<file path="src/rtl/mem_bus_arbiter_pkg.sv">
// Shared definitions for the instruction/data memory bus arbiter: FSM state
// and bus-owner encodings plus a counter-width helper.
package mem_bus_arbiter_pkg;

  typedef enum logic [1:0] {
    StIdle = 2'd0,
    StAddr = 2'd1,
    StData = 2'd2,
    StResp = 2'd3
  } bus_state_e;

  typedef enum logic {
    OwnerInst = 1'b0,
    OwnerData = 1'b1
  } bus_owner_e;

  // Bits needed to hold values 0..limit; at least one bit.
  function automatic int unsigned cnt_width(int unsigned limit);
    return (limit < 2) ? 1 : $clog2(limit + 1);
  endfunction

endpackage

</file>
<file path="src/rtl/mem_bus_arbiter_bus_watchdog.sv">
// Transaction watchdog: counts enabled cycles and flags expiry on the cycle
// the count reaches TimeoutCycles. TimeoutCycles = 0 disables it.
module bus_watchdog
  import mem_bus_arbiter_pkg::*;
#(
  parameter int unsigned TimeoutCycles = 255
) (
  input  logic clk_i,
  input  logic rst_ni,
  input  logic clear_i,
  input  logic en_i,
  output logic expire_o
);

  localparam int unsigned CntW = cnt_width(TimeoutCycles);

  logic [CntW-1:0] cnt_q, cnt_d;

  // Expiry counts the current cycle, so the abort happens within the budget.
  assign expire_o = (TimeoutCycles != 0) && en_i && ((32'(cnt_q) + 32'd1) == TimeoutCycles);

  always_comb begin
    cnt_d = cnt_q;
    if (clear_i) begin
      cnt_d = '0;
    end else if (en_i && !expire_o) begin
      cnt_d = cnt_q + CntW'(1);
    end
  end

  always_ff @(posedge clk_i) begin
    if (!rst_ni) begin
      cnt_q <= '0;
    end else begin
      cnt_q <= cnt_d;
    end
  end

endmodule

</file>
<file path="src/rtl/mem_bus_arbiter.sv">
// Shares one SRAM-like bus between the fetch port and the MEM-stage data port,
// one latched request at a time, with per-port stalls and a hang watchdog.
module mem_bus_arbiter
  import mem_bus_arbiter_pkg::*;
#(
  parameter int unsigned ADDR_WIDTH     = 32,
  parameter int unsigned DATA_WIDTH     = 32,
  parameter int unsigned TIMEOUT_CYCLES = 255
) (
  input  logic                    clk_i,
  input  logic                    rst_ni,
  input  logic                    inst_en_i,
  input  logic [ADDR_WIDTH-1:0]   inst_addr_i,
  output logic [DATA_WIDTH-1:0]   inst_rdata_o,
  output logic                    inst_done_o,
  output logic                    inst_stall_o,
  input  logic                    data_en_i,
  input  logic [DATA_WIDTH/8-1:0] data_wen_i,
  input  logic [ADDR_WIDTH-1:0]   data_addr_i,
  input  logic [DATA_WIDTH-1:0]   data_wdata_i,
  output logic [DATA_WIDTH-1:0]   data_rdata_o,
  output logic                    data_done_o,
  output logic                    data_stall_o,
  output logic                    bus_req_o,
  output logic                    bus_wr_o,
  output logic [DATA_WIDTH/8-1:0] bus_wstrb_o,
  output logic [ADDR_WIDTH-1:0]   bus_addr_o,
  output logic [DATA_WIDTH-1:0]   bus_wdata_o,
  input  logic                    bus_addr_ok_i,
  input  logic                    bus_data_ok_i,
  input  logic [DATA_WIDTH-1:0]   bus_rdata_i,
  output logic                    bus_err_o
);

  localparam int unsigned StrbWidth = DATA_WIDTH / 8;

  bus_state_e            state_q, state_d;
  bus_owner_e            owner_q, owner_d;
  logic [ADDR_WIDTH-1:0] addr_q, addr_d;
  logic [StrbWidth-1:0]  wen_q, wen_d;
  logic [DATA_WIDTH-1:0] wdata_q, wdata_d;
  logic [DATA_WIDTH-1:0] inst_rdata_q, inst_rdata_d;
  logic [DATA_WIDTH-1:0] data_rdata_q, data_rdata_d;
  logic                  err_q, err_d;
  logic                  expire;

  bus_watchdog #(
    .TimeoutCycles(TIMEOUT_CYCLES)
  ) u_watchdog (
    .clk_i   (clk_i),
    .rst_ni  (rst_ni),
    .clear_i (state_q == StIdle),
    .en_i    ((state_q == StAddr) || (state_q == StData)),
    .expire_o(expire)
  );

  always_comb begin
    state_d      = state_q;
    owner_d      = owner_q;
    addr_d       = addr_q;
    wen_d        = wen_q;
    wdata_d      = wdata_q;
    inst_rdata_d = inst_rdata_q;
    data_rdata_d = data_rdata_q;
    err_d        = err_q;
    unique case (state_q)
      StIdle: begin
        if (data_en_i) begin
          owner_d = OwnerData;
          addr_d  = data_addr_i;
          wen_d   = data_wen_i;
          wdata_d = data_wdata_i;
          state_d = StAddr;
        end else if (inst_en_i) begin
          owner_d = OwnerInst;
          addr_d  = inst_addr_i;
          wen_d   = '0;
          wdata_d = '0;
          state_d = StAddr;
        end
      end
      StAddr, StData: begin
        if (expire) begin
          state_d = StResp;
          err_d   = 1'b1;
          if (owner_q == OwnerData) data_rdata_d = '0;
          else                      inst_rdata_d = '0;
        end else if (state_q == StAddr) begin
          if (bus_addr_ok_i) state_d = StData;
        end else if (bus_data_ok_i) begin
          state_d = StResp;
          if (owner_q == OwnerData) data_rdata_d = bus_rdata_i;
          else                      inst_rdata_d = bus_rdata_i;
        end
      end
      // No grant in RESP, so the request just serviced cannot be taken twice.
      StResp:  state_d = StIdle;
      default: state_d = StIdle;
    endcase
  end

  always_ff @(posedge clk_i) begin
    if (!rst_ni) begin
      state_q      <= StIdle;
      owner_q      <= OwnerInst;
      addr_q       <= '0;
      wen_q        <= '0;
      wdata_q      <= '0;
      inst_rdata_q <= '0;
      data_rdata_q <= '0;
      err_q        <= 1'b0;
    end else begin
      state_q      <= state_d;
      owner_q      <= owner_d;
      addr_q       <= addr_d;
      wen_q        <= wen_d;
      wdata_q      <= wdata_d;
      inst_rdata_q <= inst_rdata_d;
      data_rdata_q <= data_rdata_d;
      err_q        <= err_d;
    end
  end

  always_comb begin
    inst_done_o  = (state_q == StResp) && (owner_q == OwnerInst);
    data_done_o  = (state_q == StResp) && (owner_q == OwnerData);
    inst_stall_o = inst_en_i & ~inst_done_o;
    data_stall_o = data_en_i & ~data_done_o;
    inst_rdata_o = inst_rdata_q;
    data_rdata_o = data_rdata_q;
    bus_req_o    = (state_q == StAddr);
    bus_wr_o     = |wen_q;
    bus_wstrb_o  = wen_q;
    bus_addr_o   = addr_q;
    bus_wdata_o  = wdata_q;
    bus_err_o    = err_q;
  end

endmodule

</file>
<file path="config.mk">
export PLATFORM = sky130hd
export DESIGN_NAME = mem_bus_arbiter
export DESIGN_NICKNAME = d
export VERILOG_FILES = /design/src/rtl/mem_bus_arbiter_pkg.sv /design/src/rtl/mem_bus_arbiter_bus_watchdog.sv /design/src/rtl/mem_bus_arbiter.sv
export SDC_FILE = /design/constraint.sdc
export NUM_CORES = 1
export LEC_CHECK = 0
export ABC_AREA = 1
export BUFFER_PORTS_ARGS = -buffer_cell sky130_fd_sc_hd__buf_4
export CAP_MARGIN = 10
export CORE_MARGIN = 3
export CORE_UTILIZATION = 45
export CTS_BUF_LIST = sky130_fd_sc_hd__clkbuf_4 sky130_fd_sc_hd__clkbuf_8
export DETAILED_ROUTE_END_ITERATION = 8
export PLACE_DENSITY = 0.75
export SYNTH_ARGS = -nofsm -noshare
export SYNTH_HDL_FRONTEND = slang
export SYNTH_SLANG_ARGS = --single-unit
</file>
<file path="constraint.sdc">
create_clock -name clk_i -period 2.1 [get_ports clk_i]
set_input_delay 0.315 -clock clk_i [delete_from_list [all_inputs] [get_ports clk_i]]
set_output_delay 0.315 -clock clk_i [all_outputs]
set_load 0.02 [all_outputs]
</file>
==> run metrics <==
outcome finished, final reports clean; final setup vio count 0; power share of the clock group 23.3%; clock latency on the worst-skew pair 0.44 ns; DR pass1 iterations 5; compound-cell area share of the yosys netlist 13.25%; multiplexer share of the synthesized area 0%; clock root cell clkbuf_8; WL per Instance 14.57 um; Critical Path Max Stage Delay 0.33 ns; placed cell areas 8447 um^2; GRT overflow 0; Int Pwr 6694 uW; clock skew 0.007743 ns; leakage 0.004434 uW; Syn-to-layout area delta 43.34%; post-synthesis simple-gate area fraction 30.15%; sequential fraction of the synthesis area 46.26%; Finished Core Util 66.67%; Initial Utilization 46.51%; Slew @ Worst Pin 0.7258 ns; PD cells 1228 nW/um^2; logic gate share of total power 41.9%; Setup crit end kind register; period utilisation layout 90.37%; Die Width 123.7 um; GR Util All Layers 24.51%; Rows 42; Crit Path Max Fanout 8; Net Count, Synth 1,039; post-synth cell types 26; Crit Path Class reg2reg; Most common cell on crit path nand2_1; crit path cell chain ha_1 > nand2_1 > inv_2 > nor2_1 > nand3_1 > nor2_4 > nand3_2 > nand2_1 > buf_4 > o21ai_0 > a21oi_1; largest net degree at the start of global routing 70; RSZ-0062 raised after global routing false; Tmin final 1.898 ns; worst endpoint required time 2.48 ns; crit path DAT 2.27 ns; switching power 4273 uW; Inserted Clock Buffers 17; peak supply drop 0.0005333 V; remaining antenna violation count 0; Final Hold Vio Count 0; Vias 6,483; layout cells sized above 1 29.56%; Synth Area in Adders 1.004%; total negative slack 0 ns; warnings from Yosys 0; max-slew violation count 0; Hold Path Class in2reg; #FFs+latches synth 144; IO Port Bufs 276; XOR/XNOR share of the synthesized area 0%; sequential share of power 34.8%; Mapped Area 6232 um^2; Clk pin slew, worst setup/hold paths 0.08 ns; die height 123.7 um; final RePlAce weighted congestion 0.9130; vias per cell 4.863; full die area 15,300 um^2; I/O pin count 277; post-DP HPWL 13.91 mm; Power Total 10,970 uW; first-pass GRT wire length 29.28 mm; # nets final 1,287; core box area 13,400 um^2; 1st-iter DRT viols 342; relative slew slack 51.61%; Avg Cell Area, Syn 6.956 um^2; vias in the first global route 5,945; Syn Inst Count 896; n_diodes 0; slowest CP cell dfxtp_1; drt drc 0; FMAX 0.5269 GHz; CTS tree done; Bufs on Longest Clock Path 2; H-tree depth 4; drt total wl 19.43 mm; initial antenna violation count 0; post-CTS setup buffer count 0; final instance area 8934 um^2; switching part of the total 38.96%; CP Launch Type register; largest family of logic cells by synthesized area simple AND/OR/NAND/NOR gates; Clock Sinks 144; max-cap viol count 0
logic make-up (layout without fill, tap and decap cells):
logic type	count (synthesis)	in the layout
flops	144	144
fa+ha+maj	5	5
simple gates	453	453
compound gates	157	157
buf+inv	137	398
through the flow:
| stage | instances | setup WS (ns) | hold slack (ns) |
|---|---|---|---|
| finish | 1333 | 0.2022 | 0.1335 |
| global route | 1333 | 0.01629 | 0.09866 |
| floorplan | 896 | 0.2764 | 0.4482 |
| detailed placement | 1301 | 0.09679 | 0.4466 |
| CTS | 1333 | 0.08126 | 0.1062 |
| global placement | 1301 | 0.1984 | 0.4418 |
cell usage in the layout (no fill, tap or decap), drive strengths merged:
master and instances:
clkbuf 19, o21ai 40, nand3 88, a21oi 85, nor2 108, clkinvlp 4, a31oi 32, inv 72
dfxtp 144, clkinv 3, nand4 1, ha 5, buf 295, or4 1, and2 1, nand2 254
bufinv 5
what timing repair did:
item	in CTS	in global routing
hold buffers	0	0
setup endpoints to repair	0	67
resized for setup	0	4
critical path: cells and delay by family, from the launching register on:
family,cells,cell delay [ns]
flops,1,0.33
compound gates,2,0.20
fa+ha+maj,1,0.22
buf+inv,2,0.23
simple gates,6,0.87
flip-flops by register name (all words and copies together), names as in the netlist:
register and cells:
bus_addr_o 32, bus_wstrb_o 4, bus_err_o 1, owner_q 1, bus_wdata_o 32, inst_rdata_o 32
u_watchdog.cnt_q 8, data_rdata_o 32, state_q 2
per-layer routing:
metal  part of all wire [%]  up-vias  wire, um  global-route usage (%)
li1                       -     3365         -                       -
met1                     38     2855      7344                   27.66
met2                     49      239      9517                   40.32
met3                     11       24      2181                   12.13
met4                    2.0        0       384                   8.235
met5                      0        -         0                       0
worst paths after layout:
check / start / endpoint / slack [ns] / cells after the start
worst min register to register: bus_err_o / bus_err_o / 0.46 / 2
worst min-delay path: inst_addr_i[3] / bus_addr_o[3] / 0.13 / 3
worst max register to register: u_watchdog.cnt_q[0] / u_watchdog.cnt_q[0] / 0.20 / 11
worst max-delay path: u_watchdog.cnt_q[0] / u_watchdog.cnt_q[0] / 0.20 / 11
cell type report:
type | instances | area [um^2]
flip-flops and latches | 144 | 2883
multi-input cells | 615 | 2793
fillers | 1257 | 4467
clock buffers | 19 | 261.5
well taps | 176 | 220.2
inverters | 71 | 266.5
clock inverters | 13 | 207.7
repair buffers | 295 | 2302
cell usage after synthesis:
library cell	count	share of area, %
clkinv_1	1	0.060
clkbuf_1	37	2.2
or4_1	1	0.12
nor2_4	1	0.18
buf_1	7	0.42
a21oi_1	85	6.8
nand4_4	1	0.34
nand2_2	2	0.20
inv_2	2	0.12
o21ai_1	1	0.080
nand2_4	1	0.18
nand3_2	2	0.32
buf_2	15	1.2
nor2_2	1	0.10
buf_6	6	1.1
nand3_1	85	6.8
nand2_1	251	15
a31oi_1	32	3.2
inv_1	68	4.1
and2_1	1	0.10
ha_1	5	1.0
dfxtp_1	144	46
nor2_1	106	6.4
nand3_4	1	0.28
buf_4	1	0.12
o21ai_0	39	3.1
power groups by stage:
| stage | Combinational (uW) | Clock, uW | Sequential (uW) |
|---|---|---|---|
| after detailed placement | 4610 | 0 | 3860 |
| final | 4600 | 2550 | 3810 |
| after floorplan | 2080 | 0 | 4530 |
| after global placement | 4570 | 0 | 3840 |
| after global routing | 5060 | 2720 | 3890 |
| after CTS | 4610 | 2610 | 3820 |
No activity file was read; power rests on OpenSTA's default activity.
